**config.mk**
```make
export PLATFORM = sky130hd
export DESIGN_NAME = mult_operand_sequencer
export DESIGN_NICKNAME = d
export VERILOG_FILES = /design/src/rtl/mult_operand_sequencer.sv
export SDC_FILE = /design/constraint.sdc
export NUM_CORES = 1
export LEC_CHECK = 0
export CORE_MARGIN = 8
export CORE_UTILIZATION = 38
export DETAILED_ROUTE_END_ITERATION = 8
export PLACE_DENSITY_LB_ADDON = 0.15
export SLEW_MARGIN = 20
export SYNTH_ARGS = -nofsm -noshare
export SYNTH_HDL_FRONTEND = slang
export SYNTH_SLANG_ARGS = --single-unit
```
**constraint.sdc**
```tcl
create_clock -name clock -period 2.6 [get_ports clock]
set_clock_uncertainty 0.15 [all_clocks]
set_input_delay 0.78 -clock clock [delete_from_list [all_inputs] [get_ports clock]]
set_output_delay 0.78 -clock clock [all_outputs]
set_load 0.02 [all_outputs]
```
**src/rtl/mult_operand_sequencer.sv**
```systemverilog
// Flow-controlled front end for the 4-bit repeated-addition multiplier: FIFO-buffered operand pairs,
// serialised onto start/data_in, product returned on a valid/ready port. Optional watchdog: MULT_SEQ_TIMEOUT_EN.
module mult_operand_sequencer #(
    parameter int FIFO_DEPTH     = 4,
    parameter int TIMEOUT_CYCLES = 32
) (
    input  logic       clock,
    input  logic       reset,
    input  logic       in_valid,
    output logic       in_ready,
    input  logic [3:0] in_a,
    input  logic [3:0] in_b,
    output logic       start,
    output logic [3:0] data_in,
    input  logic       done,
    input  logic [7:0] result,
    output logic       out_valid,
    input  logic       out_ready,
    output logic [3:0] out_a,
    output logic [3:0] out_b,
    output logic [7:0] out_product,
    output logic       busy,
    output logic       timeout_err
);

    localparam int AW = $clog2(FIFO_DEPTH);
    localparam int PW = AW + 1;

    typedef enum logic [1:0] {IDLE, SEND_A, SEND_B, WAIT} state_t;

    typedef struct packed {
        logic [3:0] a;
        logic [3:0] b;
    } pair_t;

    pair_t         mem [FIFO_DEPTH];
    pair_t         head;
    logic [PW-1:0] wr_ptr;
    logic [PW-1:0] rd_ptr;
    logic          full;
    logic          empty;
    logic          push;
    logic          pop;
    logic          capture;
    logic          timeout_hit;
    logic [3:0]    cur_a;
    logic [3:0]    cur_b;
    state_t        state;
    state_t        next_state;

    // Extra pointer MSB distinguishes a full ring from an empty one.
    assign full  = (wr_ptr[PW-1] != rd_ptr[PW-1]) && (wr_ptr[AW-1:0] == rd_ptr[AW-1:0]);
    assign empty = (wr_ptr == rd_ptr);
    assign in_ready = reset && !full;
    assign push  = in_valid && in_ready;
    assign head  = mem[rd_ptr[AW-1:0]];
    assign busy  = (state != IDLE) || !empty;

    // NOTE: FIFO storage has no reset; the pointers alone decide which entries are valid.
    always_ff @(posedge clock) begin
        if (push) begin
            mem[wr_ptr[AW-1:0]] <= pair_t'{a: in_a, b: in_b};
        end
    end

    // NOTE: every combinational output gets a default first so no path leaves it unassigned (no latch).
    always_comb begin
        next_state = state;
        pop        = 1'b0;
        capture    = 1'b0;
        case (state)
            IDLE: begin
                if (!empty && (!out_valid || out_ready)) begin
                    next_state = SEND_A;
                    pop        = 1'b1;
                end
            end
            SEND_A: next_state = SEND_B;
            SEND_B: next_state = WAIT;
            WAIT: begin
                if (done) begin
                    capture    = 1'b1;
                    next_state = IDLE;
                end else if (timeout_hit) begin
                    next_state = IDLE;
                end
            end
            default: next_state = IDLE;
        endcase
    end

    // NOTE: state registers use non-blocking assignments so all flops update from pre-edge values.
    always_ff @(posedge clock or negedge reset) begin
        if (!reset) begin
            state       <= IDLE;
            wr_ptr      <= '0;
            rd_ptr      <= '0;
            cur_a       <= '0;
            cur_b       <= '0;
            start       <= 1'b0;
            data_in     <= '0;
            out_valid   <= 1'b0;
            out_a       <= '0;
            out_b       <= '0;
            out_product <= '0;
        end else begin
            state <= next_state;
            if (push) begin
                wr_ptr <= wr_ptr + 1'b1;
            end
            if (pop) begin
                rd_ptr <= rd_ptr + 1'b1;
                cur_a  <= head.a;
                cur_b  <= head.b;
            end
            start <= (next_state == SEND_A);
            case (next_state)
                SEND_A:  data_in <= head.a;
                SEND_B:  data_in <= cur_b;
                default: data_in <= '0;
            endcase
            if (capture) begin
                out_valid   <= 1'b1;
                out_a       <= cur_a;
                out_b       <= cur_b;
                out_product <= result;
            end else if (out_valid && out_ready) begin
                out_valid <= 1'b0;
            end
        end
    end

`ifdef MULT_SEQ_TIMEOUT_EN
    localparam int TW = $clog2(TIMEOUT_CYCLES + 1);

    logic [TW-1:0] wait_cnt;

    // Counter holds the number of completed WAIT cycles; it fires on the TIMEOUT_CYCLES-th edge.
    assign timeout_hit = (state == WAIT) && (wait_cnt == TW'(TIMEOUT_CYCLES - 1));

    always_ff @(posedge clock or negedge reset) begin
        if (!reset) begin
            wait_cnt    <= '0;
            timeout_err <= 1'b0;
        end else begin
            timeout_err <= timeout_hit && !done;
            if ((state == WAIT) && (next_state == WAIT)) begin
                wait_cnt <= wait_cnt + 1'b1;
            end else begin
                wait_cnt <= '0;
            end
        end
    end
`else
    // Always false; the limit is only meaningful when the watchdog is built.
    assign timeout_hit = (TIMEOUT_CYCLES < 0);
    assign timeout_err = 1'b0;
`endif

endmodule

```
==> impl_results.md <==
* Outcome: finished clean
* Most instantiated library cell after synthesis: dfrtp_1
* Yosys warns at 0
* Via count at 1,438
* CTS buffer count at 9
* Worst setup SP type: flop
* DIE HEIGHT at 101 um
* Max clock buf depth at 2
* P_int at 2.80 mW
* Max-slew violation count at 0
* Hold Vio Cnt, Final at 0
* Final net count at 246
* Placement Rows at 31
* H-tree depth at 3
* First-pass GRT wire length at 8160 um
* DRC Markers at 0
* Total GRT Usage at 0.107
* Hold Crit Endpoint: cur_a[1]
* Ranking of synthesized cells by area: edfxtp_1 35%, dfrtp_1 34%, mux2_2 8.5%
* Grt ovf at 0
* Worst slew pin tran at 0.730 ns
* Seq pwr share at 0.408
* Drt first pass iters at 4
* CP max-delay cell: dfrtp_1
* PwrDens at 1170 nW/um^2
* CP arrival at 1.55 ns
* CP Cell Sequence: xor2_2, nor3_2, nand2_1, dlygate4sd2_1
* Reg2reg end: cur_b[0]
* Post-Syn Area at 2770 um^2
* Clock Power Share at 0.192
* Post-synth EDFFs at 32
* # setup viols final at 0
* Critical Path RT at 1.67 ns
* Gpl congestion at 0.752
* Final core occ at 0.507
* Distinct cell type count after synthesis at 26
* Largest net degree at the start of global routing at 40
* Initial antenna violation count at 0
* Slew HR at 0.512
* Final critical-path required period at 2.48 ns
* Switching pwr at 1.45 mW
* FMAX at 403 MHz
* Synth Flop Type: dfrtp_1
* DR iter-0 viols at 38
* Via-per-instance ratio at 4.44
* Die Wd at 101 um
* Critical R2R Launch: rd_ptr[1]
* Post-synth top area share at 0.347
* Slack of the worst reg-to-reg path at 0.52 ns
* Kind of cell adding the most delay to the critical path: flip-flops
* Comb power frac at 0.400
* Area Growth Syn to Fin at 30.9%
* Crit end category: output pin
* Clk_lat worst skew at 0.34 ns
* Sw frac at 0.342
* #FFs+latches synth at 70
* Vias in the first global route at 1,586
* Critical-path maximum fanout at 4
* Routed Antenna Nets at 0
* Placeable Area at 7140 um^2
* Cts hold-fix bufs at 0
* Worst path bufs/invs at 1
* RSZ-0062 raised after global routing: no
* Asr flop ratio synth at 0.543
* R2r worst-path depth at 4
* IO Count at 46
* CTS tree: done
* Share of cells above drive strength 1 at 0.280
* Post-synth top cells: 38 x dfrtp_1, 32 x edfxtp_1, 21 x mux2_2
* Total Power at 4.25 mW
* # Max-Cap Violations at 0
* Post-DP HPWL at 3590 um
* Starting Density at 0.388
* Leakage at 1.46 nW
* Hold path cells at 1
* Worst min-delay path class: reg -> reg
* Input/output buffers at 44
* Peak supply drop at 0.000416 V
* Syn Inst Count at 158
* Drt wl/cell at 15.4 um
* Number of diodes at 0
* WL final at 4980 um
* Clock transition at path regs at 0.08 ns
* Syn_nets at 184
* Syn avg cell area at 17.5 um^2
* CP peak stage delay at 0.43 ns
* Clk sinks at 70
* Worst Hold Launch: cur_a[1]
* Cell accounting for the most synthesized area: edfxtp_1
* Critical path class: reg -> out
* Tcrit/Tclk final at 0.955
* CTS root buf: clkbuf_8
* Sequential share of the synthesized area at 0.691
* Die area at 10,300 um^2
flip-flops by register name, indices dropped and copies added, names as in the netlist:
signal / flops
mem: 32
out_product: 8
cur_a: 4
cur_b: 4
data_in: 4
out_a: 4
out_b: 4
rd_ptr: 3
wr_ptr: 3
state: 2
out_valid: 1
start: 1
layout make-up:
class,instances,area (um^2)
fill,628,3520
inverter,5,18.8
tap,99,124
clock buffer,9,124
sequential,70,1910
timing repair buffer,56,573
clock inverter,7,63.8
multi-input combinational,78,806
logic make-up after synthesis:
group                    Yosys count  share of synthesized area
adder cells (fa/ha/maj)            5                     0.0226
AO/OA/AOI/OAI                     13                     0.0425
XOR/XNOR                           9                     0.0312
multiplexers                      29                      0.151
flip-flops                        70                      0.691
AND/OR/NAND/NOR                   21                     0.0384
buffers and inverters             10                     0.0222
other                              1                    0.00136
metrics by stage:
step	instances	area, um^2	TNS (ns)	worst slack (ns)	hold slack (ns)
3_5_place_dp	307	3420	-0.163	-0.0218	0.332
5_1_grt	324	3620	0	0.0287	0.364
2_1_floorplan	158	2770	0	0.497	0.296
3_3_place_gp	307	3420	-0.0255	-0.0255	0.310
4_1_cts	324	3620	0	0.0640	0.349
6_report	324	3620	0	0.117	0.342
repair_timing:
| item | 4_1_cts | 5_1_grt |
|---|---|---|
| buffers inserted | 1 | 0 |
| pin swaps | 1 | 0 |
| setup endpoints to repair | 2 | 1 |
| resized for setup | 3 | 1 |
per-layer routing:
layer  vias up  wire (um)  global-route usage  part of all wire
met5         -          0                   0                 0
met4         0         72              0.0538             0.014
met3         9        425              0.0364             0.085
met2        48       2370               0.168              0.48
met1       682       2120               0.128              0.42
li1        699          -                   -                 -
power by group through the flow:
| stage | Combinational, mW | Clock (mW) | Sequential, mW |
|---|---|---|---|
| final | 1.70 | 0.817 | 1.74 |
| after global routing | 1.84 | 0.895 | 1.78 |
| after CTS | 1.72 | 0.843 | 1.74 |
| after detailed placement | 1.70 | 0 | 1.76 |
| after global placement | 1.67 | 0 | 1.74 |
| after floorplan | 0.844 | 0 | 1.92 |
placed cells by master, fill, tap and decap left out, drive strengths merged:
cell type,Yosys,layout
dlygate4sd2,0,2
o311ai,1,1
o21a,1,1
clkdlybuf4s50,0,41
a31oi,2,2
clkinv,0,1
conb,1,1
o21ai,1,1
xor2,5,5
nand2,7,7
inv,5,9
clkbuf,0,9
buf,5,13
ha,5,5
edfxtp,32,32
mux4,8,8
xnor2,4,4
a21o,8,8
nor3,1,1
nand3,1,1
nand2b,1,1
nor2,2,2
clkinvlp,0,2
mux2,21,21
and2,4,4
nor2b,5,5
dfrtp,38,38
worst max path at each step:
stage / end / from / slack [ns] / cells past startpoint
3_5_place_dp: in_ready / reset / -0.02 / 4
6_report: busy / wr_ptr[2] / 0.12 / 4
5_1_grt: in_ready / wr_ptr[2] / 0.03 / 3
3_3_place_gp: in_ready / reset / -0.03 / 4
4_1_cts: busy / rd_ptr[0] / 0.06 / 4
2_1_floorplan: in_ready / reset / 0.50 / 2
No activity file was read; power rests on OpenSTA's default activity.
